### src/rtl/icap_pkg.sv
// Shared types, error codes and the ICAP bit-swap helper for the ICAP wrapper.
package icap_pkg;

    localparam int ICAP_WORD_W = 32;

    typedef enum logic [2:0] {
        ST_IDLE,
        ST_WRITE,
        ST_WAIT_DONE,
        ST_FLUSH,
        ST_DONE,
        ST_ERROR
    } state_t;

    localparam logic [1:0] ERR_NONE    = 2'b00;
    localparam logic [1:0] ERR_PRERROR = 2'b01;
    localparam logic [1:0] ERR_TIMEOUT = 2'b10;
    localparam logic [1:0] ERR_ABORT   = 2'b11;

    // ICAP expects the bits of every byte in reversed order.
    function automatic logic [ICAP_WORD_W-1:0] icap_bitswap32(input logic [ICAP_WORD_W-1:0] x);
        logic [ICAP_WORD_W-1:0] y;
        for (int b = 0; b < ICAP_WORD_W / 8; b++) begin
            for (int i = 0; i < 8; i++) begin
                y[8*b+i] = x[8*b+7-i];
            end
        end
        return y;
    endfunction

endpackage

### src/rtl/icap_bitstream_feeder_if.sv
// Bitstream word stream (valid/ready with last marker) feeding the ICAP path.
interface icap_bitstream_feeder_if;
    import icap_pkg::*;

    logic [ICAP_WORD_W-1:0] tdata;
    logic                   tvalid;
    logic                   tready;
    logic                   tlast;

    modport master (output tdata, output tvalid, output tlast, input tready);
    modport slave  (input tdata, input tvalid, input tlast, output tready);

endinterface

### src/rtl/icap_timeout_cnt.sv
// Watchdog counter: counts enabled cycles and flags when TIMEOUT_CYCLES-1 is reached.
module icap_timeout_cnt #(
    parameter int TIMEOUT_CYCLES = 65536
) (
    input  logic clk,
    input  logic rst,
    input  logic clear,
    input  logic enable,
    output logic expired
);

    localparam int            TW    = (TIMEOUT_CYCLES > 2) ? $clog2(TIMEOUT_CYCLES) : 1;
    localparam logic [TW-1:0] LIMIT = TW'(TIMEOUT_CYCLES - 1);

    logic [TW-1:0] count;

    // Count up while enabled, holding at the terminal value until cleared
    always_ff @(posedge clk) begin
        if (rst || clear) begin
            count <= '0;
        end else if (enable && !expired) begin
            count <= count + TW'(1);
        end
    end

    assign expired = (count == LIMIT);

endmodule

### src/rtl/icap_bitstream_feeder.sv
// Streams a partial bitstream into the ICAP write port and reports transfer status.
module icap_bitstream_feeder
    import icap_pkg::*;
#(
    parameter int SWAP_BITS      = 1,
    parameter int TIMEOUT_CYCLES = 65536,
    parameter int CNT_W          = 32
) (
    input  logic                     CLK,
    input  logic                     RST,
    input  logic                     start,
    input  logic                     abort,
    icap_bitstream_feeder_if.slave   s,
    output logic                     ICAP_CSIB,
    output logic [ICAP_WORD_W-1:0]   ICAP_I,
    output logic                     ICAP_RDWRB,
    input  logic                     ICAP_AVAIL,
    input  logic                     ICAP_PRDONE,
    input  logic                     ICAP_PRERROR,
    output logic                     busy,
    output logic                     done,
    output logic                     error,
    output logic [1:0]               err_code,
    output logic [CNT_W-1:0]         word_cnt
);

    state_t                 state, state_nxt;
    logic                   accept;
    logic                   wr_en, clr_xfer, set_done, set_error, set_code;
    logic [1:0]             code_nxt;
    logic                   tmo_clear, tmo_enable, tmo_expired;
    logic [ICAP_WORD_W-1:0] wdata;

    assign accept     = s.tvalid && s.tready;
    assign wdata      = (SWAP_BITS != 0) ? icap_bitswap32(s.tdata) : s.tdata;
    assign ICAP_RDWRB = 1'b0;
    assign busy       = (state == ST_WRITE) || (state == ST_WAIT_DONE) || (state == ST_FLUSH);

    icap_timeout_cnt #(
        .TIMEOUT_CYCLES (TIMEOUT_CYCLES)
    ) u_timeout (
        .clk     (CLK),
        .rst     (RST),
        .clear   (tmo_clear),
        .enable  (tmo_enable),
        .expired (tmo_expired)
    );

    // State register
    always_ff @(posedge CLK) begin
        if (RST) begin
            state <= ST_IDLE;
        end else begin
            state <= state_nxt;
        end
    end

    // Next state, stream handshake and event decode (PRERROR > abort > timeout > PRDONE > accept)
    always_comb begin
        state_nxt  = state;
        s.tready   = 1'b0;
        wr_en      = 1'b0;
        clr_xfer   = 1'b0;
        set_done   = 1'b0;
        set_error  = 1'b0;
        set_code   = 1'b0;
        code_nxt   = ERR_NONE;
        tmo_clear  = 1'b0;
        tmo_enable = 1'b0;
        unique case (state)
            ST_IDLE, ST_DONE, ST_ERROR: begin
                if (start) begin
                    state_nxt = ST_WRITE;
                    clr_xfer  = 1'b1;
                    tmo_clear = 1'b1;
                end
            end
            ST_WRITE: begin
                s.tready   = ICAP_AVAIL;
                tmo_clear  = ICAP_AVAIL;
                tmo_enable = !ICAP_AVAIL;
                if (ICAP_PRERROR || abort) begin
                    set_code = 1'b1;
                    code_nxt = ICAP_PRERROR ? ERR_PRERROR : ERR_ABORT;
                    // A last word handshaken in the error cycle still closes the bitstream.
                    if (accept && s.tlast) begin
                        state_nxt = ST_ERROR;
                        set_error = 1'b1;
                    end else begin
                        state_nxt = ST_FLUSH;
                    end
                end else if (tmo_expired) begin
                    state_nxt = ST_ERROR;
                    set_error = 1'b1;
                    set_code  = 1'b1;
                    code_nxt  = ERR_TIMEOUT;
                end else if (accept) begin
                    wr_en = 1'b1;
                    if (s.tlast) begin
                        state_nxt = ST_WAIT_DONE;
                    end
                end
            end
            ST_WAIT_DONE: begin
                tmo_enable = 1'b1;
                if (ICAP_PRERROR || abort) begin
                    state_nxt = ST_ERROR;
                    set_error = 1'b1;
                    set_code  = 1'b1;
                    code_nxt  = ICAP_PRERROR ? ERR_PRERROR : ERR_ABORT;
                end else if (tmo_expired) begin
                    state_nxt = ST_ERROR;
                    set_error = 1'b1;
                    set_code  = 1'b1;
                    code_nxt  = ERR_TIMEOUT;
                end else if (ICAP_PRDONE) begin
                    state_nxt = ST_DONE;
                    set_done  = 1'b1;
                end
            end
            ST_FLUSH: begin
                s.tready = 1'b1;
                if (abort || (accept && s.tlast)) begin
                    state_nxt = ST_ERROR;
                    set_error = 1'b1;
                end
            end
            default: begin
                state_nxt = ST_IDLE;
            end
        endcase
    end

    // ICAP write port: one registered cycle from stream accept to the pins
    always_ff @(posedge CLK) begin
        if (RST) begin
            ICAP_CSIB <= 1'b1;
            ICAP_I    <= '0;
        end else begin
            ICAP_CSIB <= !wr_en;
            if (wr_en) begin
                ICAP_I <= wdata;
            end
        end
    end

    // Sticky status flags and saturating word counter
    always_ff @(posedge CLK) begin
        if (RST || clr_xfer) begin
            done     <= 1'b0;
            error    <= 1'b0;
            err_code <= ERR_NONE;
            word_cnt <= '0;
        end else begin
            if (set_done) begin
                done <= 1'b1;
            end
            if (set_error) begin
                error <= 1'b1;
            end
            if (set_code) begin
                err_code <= code_nxt;
            end
            if (wr_en && (word_cnt != '1)) begin
                word_cnt <= word_cnt + CNT_W'(1);
            end
        end
    end

endmodule

### src/flat_wrapper.sv
// flat-port wrapper written by rule: the top's interface ports become plain ports
module icap_bitstream_feeder_flat import icap_pkg::*;
#(
    parameter int SWAP_BITS      = 1,
    parameter int TIMEOUT_CYCLES = 65536,
    parameter int CNT_W          = 32
)
  (CLK, RST, start, abort, ICAP_CSIB, ICAP_I, ICAP_RDWRB, ICAP_AVAIL, ICAP_PRDONE, ICAP_PRERROR, busy, done, error, err_code, word_cnt, s_tdata, s_tvalid, s_tlast, s_tready);
  icap_bitstream_feeder_if s_i ();
  input  logic CLK;
  input  logic RST;
  input  logic start;
  input  logic abort;
  output logic ICAP_CSIB;
  output logic [ICAP_WORD_W-1:0] ICAP_I;
  output logic ICAP_RDWRB;
  input  logic ICAP_AVAIL;
  input  logic ICAP_PRDONE;
  input  logic ICAP_PRERROR;
  output logic busy;
  output logic done;
  output logic error;
  output logic [1:0] err_code;
  output logic [CNT_W-1:0] word_cnt;
  input wire logic [$bits(s_i.tdata)-1:0] s_tdata;
  input wire logic [$bits(s_i.tvalid)-1:0] s_tvalid;
  input wire logic [$bits(s_i.tlast)-1:0] s_tlast;
  output wire logic [$bits(s_i.tready)-1:0] s_tready;
  assign s_i.tdata = s_tdata;
  assign s_i.tvalid = s_tvalid;
  assign s_i.tlast = s_tlast;
  assign s_tready = s_i.tready;
  icap_bitstream_feeder #(.SWAP_BITS(SWAP_BITS), .TIMEOUT_CYCLES(TIMEOUT_CYCLES), .CNT_W(CNT_W)) u_core (.CLK(CLK), .RST(RST), .start(start), .abort(abort), .s(s_i), .ICAP_CSIB(ICAP_CSIB), .ICAP_I(ICAP_I), .ICAP_RDWRB(ICAP_RDWRB), .ICAP_AVAIL(ICAP_AVAIL), .ICAP_PRDONE(ICAP_PRDONE), .ICAP_PRERROR(ICAP_PRERROR), .busy(busy), .done(done), .error(error), .err_code(err_code), .word_cnt(word_cnt));
endmodule
### config.mk
export PLATFORM = sky130hd
export DESIGN_NAME = icap_bitstream_feeder_flat
export DESIGN_NICKNAME = d
export VERILOG_FILES = /design/src/rtl/icap_pkg.sv /design/src/rtl/icap_bitstream_feeder_if.sv /design/src/rtl/icap_timeout_cnt.sv /design/src/rtl/icap_bitstream_feeder.sv /design/src/flat_wrapper.sv
export SDC_FILE = /design/constraint.sdc
export NUM_CORES = 1
export LEC_CHECK = 0
export CORE_AREA = 2 2 153 118
export CTS_CLUSTER_DIAMETER = 80
export DETAILED_ROUTE_END_ITERATION = 10
export DIE_AREA = 0 0 155 120
export SYNTH_ARGS = -nofsm -noshare
export SYNTH_HDL_FRONTEND = slang
export SYNTH_SLANG_ARGS = --single-unit
export TNS_END_PERCENT = 10
### constraint.sdc
create_clock -name CLK -period 2.82 [get_ports CLK]
set_clock_uncertainty 0.1 [all_clocks]
set_input_delay 0.846 -clock CLK [delete_from_list [all_inputs] [get_ports CLK]]
set_output_delay 0.846 -clock CLK [all_outputs]
set_load 0.01 [all_outputs]
Yosys cells after proc, flatten, opt, wreduce, memory -nomap -nowiden. Cells that the tools add are included.

Multiplexer cells: 35. $add $sub $neg: 2. Reductions and logical operators: 17. Equality and inequality tests: 12.

Operators with widths (count): adder 32 x 1 -> 32 bit, second input constant (1); != test 32 bit, second input constant (1); two-way mux 3 bit (10); adder 16 x 1 -> 16 bit, second input constant (1); equality test 16 bit, second input constant (1); two-way mux 1 bit (16); one-hot mux 3 bit (4 select lines) (1); two-way mux 2 bit (4); != test 4 bit, second input constant (2); equality test 3 x 2 -> 1 bit, second input constant (2); equality test 3 bit, second input constant (2); logical OR 1 bit (6); one-hot mux 1 bit (2 select lines) (3); AND reduction 5 bit (1); logical AND 1 bit (4); != test 2 bit, second input constant (2); != test 4 x 3 -> 1 bit, second input constant (1); equality test 3 x 1 -> 1 bit, second input constant (1); zero test 1 bit (3); zero test 3 bit (1); one-hot mux 1 bit (3 select lines) (1); OR reduction 3 bit (1); OR reduction 2 bit (1).

Output and inout port bits: 72. Logic and storage cells: 74. Input bits: 41. Register bits: 88.

Longest topological paths before layout.
Depth after elaboration: 8. Depth in mapped cells: 10. Depth with buffers taken out: 6.

By module. A second synthesis with hierarchy kept.

Cell total of the unflattened synthesis: 516. Area total of the unflattened synthesis: 4147.7 µm².

Modules (own cells, without submodules): icap_bitstream_feeder (seq. area each 1441.4 µm², instances 1, cells an instance 419, area each 3311.9 µm²); icap_timeout_cnt (seq. area each 320.3 µm², instances 1, cells an instance 97, area each 835.8 µm²).

Worst setup path before layout. OpenSTA, ideal clock, no wires.

Kind: input to register. From: input ICAP_AVAIL. To: register u_core.u_timeout.count[11]. Required time: 2.592 ns. Buffers on the path: 1. Setup time: 0.128 ns. Setup slack: 0.442 ns. Arrival: 2.150 ns. Stages: 6. Cell sequence: or3b_2 -> a21o_1 -> buf_2 -> nor4_1 -> xnor2_1 -> nor2_1.

Longest elaborated chain between the ends: 3. Elaborated cells between the ends (all ways): 5. Classes of those cells: mux (2); reduce/logical (3).

Ends and longest elaborated chain: start, declared (line flat_wrapper.sv:17) `input logic ICAP_AVAIL;`; zero test 1 bit (line icap_bitstream_feeder.sv:81) `tmo_enable = !ICAP_AVAIL;`; one-hot mux 1 bit (2 select lines) (line icap_bitstream_feeder.sv:70) `unique case (state)`; logical AND 1 bit (line icap_timeout_cnt.sv:21) `end else if (enable && !expired) begin`; end signal, assigned (line icap_timeout_cnt.sv:22) `count <= count + TW'(1);`; end, declared (line icap_timeout_cnt.sv:15) `logic [TW-1:0] count;`.

Several ways; a longest one is shown, not always the timed one. A chain may end at the register's enable or synchronous reset.

Final worst setup path.
From: input ICAP_AVAIL. To: output s_tready.

Longest elaborated chain between the ends: 1.

Ends and longest elaborated chain: one-hot mux 1 bit (2 select lines) (line icap_bitstream_feeder.sv:70); end, declared (line flat_wrapper.sv:28) `output wire logic [$bits(s_i.tready)-1:0] s_tready;`.

Every way passes these cells.

==> results.md <==
- Cell family with most CP delay: buffers and inverters
- # DRC: 0
- Most frequent cells in the layout: 110 x clkdlybuf4s50_1, 98 x nand2_1, 88 x dfxtp_1
- TritonCTS clock tree: done
- Final worst setup slack: 0.1202 ns
- Final wirelength: 11.41 mm
- Final Hold Vio Count: 0
- Cts hold-fix bufs: 0
- Design area: 0.005926 mm²
- CP arrival: about 1.8 ns
- Die Height: 120 µm
- Slew margin rel.: just over 60%
- Hold/Removal Path Class: register to register
- Cell Area, Placed: 0.005620 mm²
- Total track usage: 12.66%
- Mean Syn Cell Area: 8.222 µm²
- Gr ovfl total: 0
- Largest net degree at the start of global routing: 35
- CP endpoint kind: output port
- Leakage power: 1.857 nW
- Power consumption: 2.780 mW
- TritonRoute pass-1 iters: 4
- Core Util, Final: approximately 34%
- Full die area: 0.01860 mm²
- Place WS: -0.2105 ns
- Crit-path most repeated cell: nor2_1
- FFs w/ async S/R, synth: 0%
- Crit-path slowest cell: clkdlybuf4s50_1
- Critical path fanouts, max: 2
- Wirelength per Cell: 13.37 µm
- Antenna-violating nets left: 0
- IO Port Bufs: 111
- Setup_tns: 0 ns
- CP required: 1.87 ns
- CTS max path bufs: 2
- Mapped Cells: about 500
- Slew @ Worst Pin: 0.5770 ns
- Antenna Cells: 0
- Number of max-cap violations: 0
- Final period utilization: 95.74%
- H-tree level count: 3
- Area occupied by multi-input gates: between 0.002 and 0.0025 mm²
- Synth unique cells: 58
- Post-synthesis cell area: roughly 0.0042 mm²
- Layout cells sized above 1: 8.847%
- CP cell instances: clkdlybuf4s50_1 -> nor2_1 -> nor2_1 -> dlygate4sd2_1
- Max Fclk: 370.4 MHz
- Starting Density: 24.45%
- Num Clock Sinks: 88
- Final-report max-slew violation count: 0
- Die width: 155 µm
- Inserted Clock Buffers: 9
- Iteration-0 DRC count of the detailed router: between 200 and 250
- Worst-path clk slew: roughly 0.06 ns
- VDD IR-drop max: 0.2231 mV
- Seq/Total Area, Yosys: approximately two fifths
- FF+latch count, synth: 88
- First-pass GRT wire length: about 19 mm
- Critical Path Start Type: primary input
- Layout Nets: around 670
- Global placer's final weighted congestion: 0.7975
- Pwr dens: 469.1 mW/mm²
- RSZ-0062 raised after global routing: no
- DR vias: 4,060
- CP Class: primary input to output port
- Post-DP HPWL: 8.036 mm
- Synth Flop Type: dfxtp_1
- Status: completed
- Final min period: 2.700 ns
- Post-CTS setup buffers: 0
- IO Pins: 113
- Fillers: 1,790
- Commonest non-fill, non-tap cell in the layout: clkdlybuf4s50_1
- CTS resizes: 1
- Core Region: ~0.017 mm²
- Net Count, Synth: 554
- Root buf cell: clkbuf_16
- DR vias/cell: 4.760
- Yosys warnings: 0
- Antenna violations before repair: 0
- Num rows: 42
- Slowest stage delay, CP: 0.48 ns
- Vias in the first global route: 3,690
- Buf/Inv on CP: 2
- Area occupied by registers: around 0.0018 mm²
- Post-synth EDFFs: 0
- Clock Latency Late Sink: 0.34 ns
- Final setup viols: 0
- Area Overhead vs Synth: 41.04%
-- logic make-up (layout without fill, tap and decap cells) --
logic type,count (synthesis),after routing,share of synthesized area [%]
buffers and inverters,39,161,5.450
AND/OR/NAND/NOR,254,254,31.95
flip-flops,88,88,41.93
AO/OA/AOI/OAI,104,104,14.95
adder cells (fa/ha/maj),2,2,0.5955
other,1,1,0.08925
XOR/XNOR,15,15,3.127
multiplexers,8,8,1.906
-- per-stage QoR --
step | hold WS (ns) | std cells
4_1_cts | 0.3538 | 853
3_5_place_dp | 0.3469 | 837
5_1_grt | 0.3661 | 853
3_3_place_gp | 0.3416 | 837
6_report | 0.3524 | 853
2_1_floorplan | 0.3531 | 511
-- worst paths after layout --
check	end	from	cells after the start	slack, ns
max	s_tready	ICAP_AVAIL	4	0.12
min	u_core.ICAP_I[0]	u_core.ICAP_I[0]	2	0.35
max reg2reg	u_core.ICAP_I[29]	u_core.u_timeout.count[0]	9	0.39
min reg2reg	u_core.ICAP_I[0]	u_core.ICAP_I[0]	2	0.35
-- final cells by class --
class | count | share of cell area [%]
Tap cell | 220 | 4.645
Clock inverter | 3 | 0.6757
Sequential cell | 88 | 29.73
Clock buffer | 13 | 4.392
Multi-Input combinational cell | 384 | 37.42
Inverter | 5 | 0.3167
Timing Repair Buffer | 140 | 22.83
-- where the power goes --
part | internal (mW) | switching [mW]
registers | 1.26 | 0.0139
logic | 0.139 | 0.147
clock network | 0.733 | 0.486
-- routing by layer --
metal	vias to the layer above	GRT usage (%)	share of wire (%)
met2	94	17.86	42
met1	1882	17.71	50
met5	-	0	0
met4	0	3.646	0.76
met3	8	4.984	7.0
li1	2076	-	-
-- flip-flops by register name, indices dropped and copies added (netlist names) --
name / count
u_core.done: 1
u_core.err_code: 2
u_core.ICAP_I: 32
u_core.state: 3
u_core.word_cnt: 32
u_core.ICAP_CSIB: 1
u_core.u_timeout.count: 16
u_core.error: 1
-- worst register-to-register path, delay by kind of cell, from the launching register on --
kind | cells | cell delay (ns)
buffers and inverters | 3 | 0.41
adders and majority gates | 1 | 0.27
DFF | 1 | 0.36
AOI/OAI and AO/OA | 1 | 0.13
and+or+nand+nor | 4 | 1.07
-- cells in the mapped netlist, types with 2 or more instances --
master,n,area share [%]
a211oi_1,2,0.36
a21o_1,2,0.36
a21oi_1,60,7.1
and2_1,5,0.74
and3_1,3,0.45
and4_1,14,2.9
buf_2,9,1.1
buf_4,5,0.89
buf_6,7,1.9
clkbuf_1,13,1.2
dfxtp_1,88,42
ha_1,2,0.60
inv_1,5,0.45
mux2i_1,8,1.9
nand2_1,98,8.8
nand2b_1,12,1.8
nand3_1,15,1.8
nand4_1,16,2.4
nand4_2,2,0.60
nor2_1,30,2.7
nor3_1,7,0.83
nor4_1,15,2.2
nor4b_1,2,0.42
o21ai_0,12,1.4
o31ai_1,12,2.1
or3_1,10,1.5
or4_1,13,2.3
xnor2_1,11,2.3
xor2_1,4,0.83
No activity file was read; power rests on OpenSTA's default activity.
